File: src/rtl/bcd_updown_counter.sv
// Parametrised N-digit BCD up/down counter with parallel load, terminal-count
// flag, registered wrap pulse and per-digit cascade enables.
module bcd_updown_counter #(
    parameter int unsigned DIGITS     = 4,
    parameter bit          CLAMP_LOAD = 1'b1
) (
    input  logic                  clk,
    input  logic                  reset,
    input  logic                  cnt_en,
    input  logic                  up_dn,
    input  logic                  load,
    input  logic [4*DIGITS-1:0]   load_val,
    output logic [4*DIGITS-1:0]   q,
    output logic [DIGITS-2:0]     ena,
    output logic                  tc,
    output logic                  wrap
);

    localparam int unsigned W        = 4 * DIGITS;
    localparam logic [3:0]  DIG_ZERO = 4'd0;
    localparam logic [3:0]  DIG_NINE = 4'd9;

    logic [W-1:0]      q_q;
    logic [W-1:0]      q_d;
    logic              wrap_q;
    logic              wrap_d;
    logic              advance;
    logic [DIGITS:0]   low_nine;
    logic [DIGITS:0]   low_zero;
    logic [DIGITS-1:0] step;

    // Load mapping for a single digit; out-of-range digits go to 9 or 0.
    function automatic logic [3:0] map_load_digit(input logic [3:0] d);
        logic [3:0] r;
        r = d;
        if (d > DIG_NINE) begin
            r = CLAMP_LOAD ? DIG_NINE : DIG_ZERO;
        end
        return r;
    endfunction

    // One decimal step of a single digit; an illegal value recovers to 0.
    function automatic logic [3:0] step_digit(input logic [3:0] d, input logic up);
        logic [3:0] r;
        if (d > DIG_NINE) begin
            r = DIG_ZERO;
        end else if (up) begin
            r = (d == DIG_NINE) ? DIG_ZERO : 4'(d + 4'd1);
        end else begin
            r = (d == DIG_ZERO) ? DIG_NINE : 4'(d - 4'd1);
        end
        return r;
    endfunction

    assign advance = cnt_en & ~load;

    // low_nine[k] / low_zero[k]: every digit below k is 9 / 0 (k=0 is vacuous).
    always_comb begin
        low_nine    = '0;
        low_zero    = '0;
        low_nine[0] = 1'b1;
        low_zero[0] = 1'b1;
        for (int unsigned k = 0; k < DIGITS; k++) begin
            low_nine[k+1] = low_nine[k] & (q_q[4*k +: 4] == DIG_NINE);
            low_zero[k+1] = low_zero[k] & (q_q[4*k +: 4] == DIG_ZERO);
        end
    end

    // Per-digit step decision, shared by the datapath and the exported enables.
    always_comb begin
        step = '0;
        for (int unsigned k = 0; k < DIGITS; k++) begin
            step[k] = advance & (up_dn ? low_nine[k] : low_zero[k]);
        end
    end

    always_comb begin
        ena = '0;
        for (int unsigned k = 1; k < DIGITS; k++) begin
            ena[k-1] = step[k];
        end
    end

    assign tc = advance & (up_dn ? low_nine[DIGITS] : low_zero[DIGITS]);

    // Next-state: load has priority, otherwise only enabled digits move.
    always_comb begin
        q_d    = q_q;
        wrap_d = tc;
        if (load) begin
            for (int unsigned k = 0; k < DIGITS; k++) begin
                q_d[4*k +: 4] = map_load_digit(load_val[4*k +: 4]);
            end
        end else begin
            for (int unsigned k = 0; k < DIGITS; k++) begin
                if (step[k]) begin
                    q_d[4*k +: 4] = step_digit(q_q[4*k +: 4], up_dn);
                end
            end
        end
    end

    always_ff @(posedge clk or negedge reset) begin
        if (!reset) begin
            q_q    <= '0;
            wrap_q <= 1'b0;
        end else begin
            q_q    <= q_d;
            wrap_q <= wrap_d;
        end
    end

    assign q    = q_q;
    assign wrap = wrap_q;

endmodule

File: config.mk
export PLATFORM = sky130hd
export DESIGN_NAME = bcd_updown_counter
export DESIGN_NICKNAME = d
export VERILOG_FILES = /design/src/rtl/bcd_updown_counter.sv
export SDC_FILE = /design/constraint.sdc
export NUM_CORES = 1
export LEC_CHECK = 0
export BUFFER_PORTS_ARGS = -buffer_cell sky130_fd_sc_hd__buf_2
export CAP_MARGIN = 20
export CORE_UTILIZATION = 45
export CTS_CLUSTER_DIAMETER = 80
export CTS_CLUSTER_SIZE = 16
export DETAILED_ROUTE_END_ITERATION = 7
export PLACE_DENSITY = 0.74
export SLEW_MARGIN = 0
export SYNTH_ARGS = -nofsm -noshare
export SYNTH_HDL_FRONTEND = slang
export SYNTH_SLANG_ARGS = --single-unit
File: constraint.sdc
create_clock -name clk -period 2.5 [get_ports clk]
set_input_delay 0.5 -clock clk [delete_from_list [all_inputs] [get_ports clk]]
set_output_delay 0.5 -clock clk [all_outputs]
set_load 0.005 [all_outputs]
# Word level (Yosys, flattened, before mapping)
# Cells that the tools add are included.
# Widths: inputs -> output; s select.
[totals] register_bits=17 input_bits=21 output_inout_bits=21 word_cells=74
[op_classes] n_addsub=8 n_lt_le_gt_ge=8 eq_ne=4 n_mux=29 bitwise=12 n_reduce_logical=8
[op_table] op="$mux 4" count=24
[op_table] op="$gt 4x4->1 const B" count=8
[op_table] op="$add 4x1->4 const B" count=4
[op_table] op="$eq 4x4->1 const B" count=4
[op_table] op="$logic_not 4->1" count=4
[op_table] op="$mux 16" count=1
[op_table] op="$sub 4x1->4 const B" count=4
[op_table] op="$and 1x1->1" count=11
[op_table] op="$reduce_bool 2->1" count=4
[op_table] op="$mux 1" count=4
[op_table] op="$not 1->1" count=1

# Depth between registers and ports, before layout
# Gate-level depths: netlist (run 1).
[depth] ltp_word=7 mapped_depth=7 ltp_nobuf=5

# Worst setup path before layout (run 1)
# No wires, ideal clock.
[synth_path] path_type="input to output" from="input port up_dn" to="output port tc" arrival_time_ns=1.892 required_time_ns=2.000 setup_slack_ns=0.108 cell_stages=5 n_path_buf=1 cell_sequence="or3_1 -> a21o_1 -> or3b_1 -> buf_6 -> nor4_1"
[synth_between] elab_chain_len=2
[synth_lines] element="from (decl)" line_no="10" rtl="input logic up_dn,"
[synth_lines] element="$mux 1" line_no="84" rtl="assign tc = advance & (up_dn ? low_nine[DIGITS] : low_zero[DIGITS]);"
[synth_lines] element="$and 1x1->1" line_no="84"
[synth_lines] element="to (decl)" line_no="15" rtl="output logic tc,"
# Every way passes these cells.

# Final worst setup path (run 1)
[layout_path] from="register q_q[4] (netlist: q[4])" to="output port tc"
[layout_between] elab_chain_len=6 word_cells_on_any_way=10 cone_classes="eq/ne: 1; mux: 1; bitwise: 7; reduce/logical: 1"
[layout_lines] element="from (decl)" line_no="23" rtl="logic [W-1:0] q_q;"
[layout_lines] element="from (signal assigned)" line_no="108" rtl="q_q <= q_d;"
[layout_lines] element="$eq 4x4->1 / $logic_not 4->1 (equally long branches)" line_no="64, 65"
[layout_lines] element="$and 1x1->1 (on tied branches) (3 in series)" line_no="64, 65"
[layout_lines] element="$mux 1 (*)" line_no="84"
[layout_lines] element="$and 1x1->1 (*)" line_no="84"
# Every way passes the cells marked *; elsewhere a longest branch is shown, timed or not.

==> results.rst, run 1 <==
.. list-table::
   :header-rows: 1

   * - Metric
     - Value
   * - Number of storage elements in the synthesis netlist
     - 17
   * - # nets final
     - between 200 and 300
   * - Hold crit path type
     - input port to asynchronous set/reset pin
   * - Avg Vias per Cell
     - 5.69
   * - Hold buffer count at CTS
     - 0
   * - Number of buffer and inverter instances along the worst setup path
     - 1
   * - Final weighted congestion of routability-driven global placement
     - about 0.84
   * - Total setup violations reported at the end of the flow
     - 0
   * - Top_reg_cell synth
     - dfrtp_1
   * - Clk Latency, worst-skew pair
     - around 0.29 ns
   * - Final worst-path setup slack
     - about 0.054 ns
   * - Worst Path Arrival
     - 1.95 ns
   * - Global-route wire length before repair
     - 6.20 mm
   * - Half-perimeter wire length after detailed placement
     - ~2.6 mm
   * - Drt drc
     - 0
   * - Max IR drop VDD
     - approximately 360 uV
   * - Final count of pins violating max slew
     - 0
   * - CTS buffer count
     - 3
   * - Combined area of all synthesized cells
     - ~0.0015 sq mm
   * - Critical path peak fanout
     - 2
   * - Number of placement rows
     - 20
   * - Post-synth ARST share
     - 100%
   * - Placement Cell Area
     - ~0.0018 sq mm
   * - Post-route ant nets
     - 0
   * - Initial drt markers
     - just over 100
   * - Cell type group with the largest total delay on the critical path
     - simple AND/OR/NAND/NOR gates
   * - Clk sinks
     - 17
   * - Total Die Area
     - 0.00355 sq mm
   * - Area of the core
     - about 0.0031 sq mm
   * - Power Dens Cells
     - approximately 420 mW/mm^2
   * - Antenna diodes
     - 0
   * - Gr usage total
     - between 20% and 30%
   * - Number of vias in the routed layout
     - approximately 1,600
   * - FMAX
     - 409 MHz
   * - Buffers added on ports
     - 41
   * - Rel. slew slack
     - about 62%
   * - Most area-consuming cells after synthesis
     - dfrtp_1 28%, a21oi_1 5.4%, mux2i_1 4.7%
   * - Leak
     - about 0.83 nW
   * - Relative area change from synthesis to final layout
     - 25.7%
   * - Worst hold-check slack
     - between 0.1 and 0.15 ns
   * - Share of final-layout standard cells stronger than drive strength 1
     - between 20% and 30%
   * - Antenna violations before repair
     - 0
   * - Clock root buffer master
     - clkbuf_4
   * - Final-layout setup total negative slack
     - 0 ns
   * - Die width
     - 59.6 um
   * - Max stage delay on crit path
     - around 0.40 ns
   * - Final standard cell count with taps included and fillers excluded
     - around 290
   * - Synth Instances
     - between 150 and 200
   * - CP max-delay cell
     - dfrtp_1
   * - Ordered cell list for the critical path
     - or3_1 > a21o_1 > or3b_4 > nor4_4 > buf_2
   * - Distinct cell type count of the synthesized netlist
     - between 40 and 50
   * - Setup repair after global routing missed its margin
     - yes
   * - Proportion of synthesized chip area in sequential cells
     - approximately 28%
   * - Post-route standard cell area excluding fillers
     - approximately 0.0019 sq mm
   * - Clock edge transition at the registers on the reported setup and hold paths
     - 0.10 ns
   * - Worst Setup End Kind
     - output pin
   * - Avg WL per Cell
     - about 12 um
   * - Total overflow reported by the global router
     - 0
   * - Avg Cell Area, Syn
     - 7.50 sq um
   * - Largest net degree at the start of global routing
     - 27
   * - I/O pin total
     - 42
   * - Worst-case clock skew
     - about 0.0023 ns
   * - Pre-CTS WS
     - -0.0729 ns
   * - Total of max-cap violations
     - 0
   * - Via count of the first global-routing pass
     - about 1,400
   * - Total number of yosys warnings
     - 0
   * - Critical path data required time
     - about 2 ns
   * - Status
     - complete, no violations
   * - Cell type with the highest aggregate area in the netlist
     - dfrtp_1
   * - Time the final worst path needs with I/O delays and setup
     - ~2.4 ns
   * - Die extent in y
     - 59.6 um
   * - Number of synthesized flops with an enable pin
     - 0
   * - Share of the synthesized area in the top cell type
     - between 20 and 30%
   * - CP Launch Type
     - register
   * - Final cycle utilization of the critical path
     - around 100%
   * - Slew at the pin closest to its max-slew limit
     - between 0.5 and 0.6 ns
   * - Longest Clk Path Bufs
     - 2
   * - First-pass iteration count of the detailed router
     - 5
   * - Hold Fails Final Rpt
     - 0
   * - Level count of the clock H-tree
     - 1
   * - Total wire length after detailed routing
     - 3.58 mm
   * - Start-to-end type of the worst setup path
     - register to output pin
   * - Placed instance count
     - ~280
   * - Clock tree from TritonCTS
     - built
   * - Starting Density
     - 48.1%
   * - Synthesized Nets
     - 220
## worst paths after layout
check	startpoint	end	slack, ns	depth (start not counted)
max in group asynchronous	reset	q[2]	2.09	1
worst min-delay path	reset	q[13]	0.11	1
worst max-delay path	q[4]	tc	0.05	5
worst max register to register	q[4]	q[12]	0.43	6
min in group clk	load_val[11]	q[11]	0.45	3
worst min register to register	q[14]	wrap	0.63	1
## kinds of logic after synthesis
kind of cell	synth area share, %
muxes	5.45
AOI/OAI and AO/OA	26.7
DFF	28.5
xor gates and xnor gates	1.76
and+or+nand+nor	28.9
buffers and inverters	8.72
## power by group
group / internal (mW) / total (mW) / leakage [nW] / switching, mW
Combinational: 0.138 / 0.290 / 0.614 / 0.152
Clock: 0.0621 / 0.152 / 0.0150 / 0.0899
Sequential: 0.301 / 0.342 / 0.202 / 0.0411
Total: 0.501 / 0.784 / 0.831 / 0.283
## cells in the mapped netlist (all sizes together), types with 2 or more instances
cell type / instances
clkbuf: 17
dfrtp: 17
a21oi: 16
nor2: 15
o21ai: 13
nor3: 11
inv: 10
nand2: 10
nand3: 10
mux2i: 7
a211oi: 6
nor2b: 5
or3: 5
buf: 4
nand4: 4
o31ai: 4
a2111oi: 3
a31oi: 3
nand2b: 3
nand3b: 3
nor4: 3
o21a: 3
a21o: 2
and2: 2
and4b: 2
o2111ai: 2
o311ai: 2
or2: 2
xor2: 2
## final cells by class
cell class                 count  area, sq um
multi-input combinational    151          961
fill                         313         1230
timing repair buffer          62          370
inverter                      10         37.5
tap                           44         55.1
sequential                    17          427
clock buffer                   4         26.3
## per-stage QoR
stage | total power [mW] | util [%]
finish | 0.784 | 60.5
global placement | 0.624 | 58.3
floorplan | 0.517 | -
detailed placement | 0.626 | 58.3
global route | 0.845 | 60.5
CTS | 0.782 | 59.5
## sequential cells by signal, indices dropped and copies added (netlist names)
name and count:
q 16, wrap 1
## placed cells by master (no fill, tap or decap), drive strengths merged, types with 2 or more instances in the layout
cell and n:
nor4 3, nor3 11, nor2b 5, clkbuf 4, a21oi 16, mux2i 7
dfrtp 17, o21ai 13, nor2 15, a21o 2, a31oi 3, nand3 10
buf 62, o21a 3, o2111ai 2, xor2 2, and4b 2, a211oi 6
o31ai 4, and2 2, o311ai 2, nand4 4, nand2b 3, a2111oi 3
or3 5, or2 2, nand2 10, nand3b 3, inv 10
## routing by layer
metal	part of all wire, %	global-route usage, %	up-vias
met2	45	37.6	55
met5	0	0	-
li1	-	-	830
met4	0.64	5.65	0
met1	49	30.9	752
met3	5.2	4.59	2
## repair_timing
| item | 4_1_cts | 5_1_grt |
|---|---|---|
| hold endpoints to repair | 0 | 0 |
| gates resized for setup | 2 | 5 |
| pin swaps | 1 | 1 |
| setup buffers | 0 | 1 |
| setup endpoints to repair | 1 | 2 |
No activity file was read; power rests on OpenSTA's default activity.
==> run 2, diff against run 1 <==
==> constraint.sdc (replaced) <==
create_clock -name clk -period 2.5 [get_ports clk]
set_input_delay 0.5 -clock clk [delete_from_list [all_inputs] [get_ports clk]]
set_output_delay 0.5 -clock clk [all_outputs]
set_load 0.01 [all_outputs]
==> run 2 against run 1 <==
Worst hold slack worse by 0.0033 ns. Combinational power barely moved. Wire length up 2.8%. Sequential power barely moved. Clock power hardly changed. Non-clock buffer count did not move. Via count shrank 1.7%. Critical endpoint unchanged. Highest routed layer unchanged.
==> results.rst, run 2 (synthesis results as in run 1) <==
.. list-table::
   :header-rows: 1

   * - Metric
     - Value
   * - Status
     - complete, no violations
   * - Post-route standard cell area excluding fillers
     - approximately 0.0019 sq mm
   * - Most frequent cells in the layout
     - 40 x buf_2, 20 x buf_4, 16 x a21oi_1
   * - Worst-case clock skew
     - between 0.01 and 0.015 ns
   * - Power Dens Cells
     - between 400 and 500 mW/mm^2
   * - Worst Setup End Kind
     - output pin
   * - Clock edge transition at the registers on the reported setup and hold paths
     - 0.11 ns
   * - Number of cells on the worst reg-to-reg path
     - 7
   * - Half-perimeter wire length after detailed placement
     - 2.69 mm
   * - Setup repair after global routing missed its margin
     - yes
   * - Placement Cell Area
     - around 0.0018 sq mm
   * - Worst Path Arrival
     - 1.99 ns
   * - Worst reg2reg startpoint
     - q[4]
   * - Total overflow reported by the global router
     - 0
   * - Start-to-end type of the worst setup path
     - register to output pin
   * - Avg Vias per Cell
     - approximately 5.6
   * - Total Die Area
     - 0.00355 sq mm
   * - Post-route ant nets
     - 0
   * - Longest Clk Path Bufs
     - 2
   * - # nets final
     - between 200 and 300
   * - Number of vias in the routed layout
     - 1,611
   * - Gr usage total
     - between 20% and 30%
   * - Max stage delay on crit path
     - approximately 0.4 ns
   * - Clock root buffer master
     - clkbuf_4
   * - Area of the core
     - between 0.003 and 0.004 sq mm
   * - Final-layout setup total negative slack
     - 0 ns
   * - Final Total Pwr
     - ~0.79 mW
   * - Antenna violations before repair
     - 0
   * - Global-route wire length before repair
     - 6.14 mm
   * - Total wire length after detailed routing
     - 3.68 mm
   * - Part of the total power dissipated in the clock network
     - between 15 and 20%
   * - Clk Latency, worst-skew pair
     - around 0.3 ns
   * - Pre-CTS WS
     - -0.0581 ns
   * - Max IR drop VDD
     - 239 uV
   * - Buffers added on ports
     - a little over 40
   * - I/O pin total
     - 42
   * - Slew at the pin closest to its max-slew limit
     - about 0.43 ns
   * - Sequential fraction of design power
     - a little over two fifths
   * - Reg-to-reg endpoint
     - q[12]
   * - Time the final worst path needs with I/O delays and setup
     - 2.49 ns
   * - Core utilization of the finished layout
     - 60.6%
   * - Rel. slew slack
     - 70.5%
   * - Clk sinks
     - 17
   * - Largest net degree at the start of global routing
     - 27
   * - Switching fraction of total power
     - between 30% and 40%
   * - Starting Density
     - ~48%
   * - Die width
     - 59.6 um
   * - Relative area change from synthesis to final layout
     - 26.0%
   * - Via count of the first global-routing pass
     - 1,391
   * - Ordered cell list for the critical path
     - or3_1 > a21o_1 > or3b_4 > nor4_4 > buf_2
   * - Cell type group with the largest total delay on the critical path
     - simple AND/OR/NAND/NOR gates
   * - Most common cell after layout, fill and taps aside
     - buf_2
   * - Antenna diodes
     - 0
   * - Drt drc
     - 0
   * - CP Launch Type
     - register
   * - Net load switching power
     - 0.296 mW
   * - Number of placement rows
     - 20
   * - CP max-delay cell
     - dfrtp_1
   * - Number of cells on the critical path
     - 5
   * - Final count of pins violating max slew
     - 0
   * - Avg WL per Cell
     - 12.8 um
   * - Final worst-path setup slack
     - roughly 0.012 ns
   * - Largest register FFs
     - 16
   * - Number of buffer and inverter instances along the worst setup path
     - 1
   * - Critical path data required time
     - ~2.0 ns
   * - CTS buffer count
     - 3
   * - Share of final-layout standard cells stronger than drive strength 1
     - 30.7%
   * - First-pass iteration count of the detailed router
     - 4
   * - FMAX
     - between 400 and 500 MHz
   * - Final cycle utilization of the critical path
     - 99.5%
   * - Hold crit path type
     - input port to asynchronous set/reset pin
   * - Internal reg-to-reg setup slack
     - between 0.2 and 0.3 ns
   * - Die extent in y
     - ~60 um
   * - Total setup violations reported at the end of the flow
     - 0
   * - Hold Fails Final Rpt
     - 0
   * - Total of max-cap violations
     - 0
   * - Internal Dissipation
     - 0.497 mW
   * - Fill count
     - 319
   * - Clock tree from TritonCTS
     - built
   * - Critical path peak fanout
     - 2
   * - Leak
     - about 0.83 nW
   * - Level count of the clock H-tree
     - 1
   * - Final weighted congestion of routability-driven global placement
     - around 0.83
   * - Share of total power in combinational logic
     - a little under two fifths
   * - Initial drt markers
     - 75
[run 2: cell counts in the layout (fill, tap and decap cells not counted)]
No cell type changed its count.
[run 2: worst max path at each step]
stage          startpoint  end  slack [ns]
2_1_floorplan       up_dn   tc         0.1
3_3_place_gp        up_dn   tc       -0.01
3_5_place_dp        up_dn   tc       -0.06
4_1_cts              q[1]   tc       0.001
5_1_grt              q[1]   tc       -0.06
6_report             q[4]   tc        0.01
[run 2: power groups by stage]
stage | clock network, mW | logic, mW | registers [mW]
2_1_floorplan | 0 | 0.186 | 0.341
3_3_place_gp | 0 | 0.285 | 0.347
3_5_place_dp | 0 | 0.288 | 0.347
4_1_cts | 0.161 | 0.290 | 0.343
5_1_grt | 0.172 | 0.329 | 0.350
6_report | 0.155 | 0.293 | 0.345
[run 2: cell type report]
cell class	count	area, sq um	area share [%]
multi-input combinational	151	961	51.1
tap	44	55.1	2.93
clock buffer	4	26.3	1.40
inverter	10	37.5	2.00
sequential	17	428	22.8
timing repair buffer	62	373	19.8
[run 2: worst register-to-register path, stage by stage, from the launching register on]
cell,delay [ns]
dfrtp_1,0.41
or3_1,0.35
a21o_1,0.19
or3b_4,0.41
buf_6,0.14
buf_4,0.14
or3_1,0.33
a31oi_1,0.16
[run 2: layer usage]
metal  global-route usage (%)  wire, um  vias to the layer above
li1                         -         -                      829
met1                     32.4      1790                      725
met2                     35.5      1660                       52
met3                     2.62       186                        5
met4                     7.64        41                        0
met5                        0         0                        -
[run 2: timing repair]
action | CTS | global route
setup buffers | 1 | 2
setup endpoints to repair | 2 | 2
pin swaps | 2 | 0
gates resized for setup | 3 | 5
hold buffers | 0 | 0
[run 2: through the flow]
step / cells / hold WS [ns]
global placement: 281 / 0.457
global route: 288 / 0.130
finish: 288 / 0.107
CTS: 286 / 0.120
floorplan: 199 / 0.204
detailed placement: 281 / 0.454
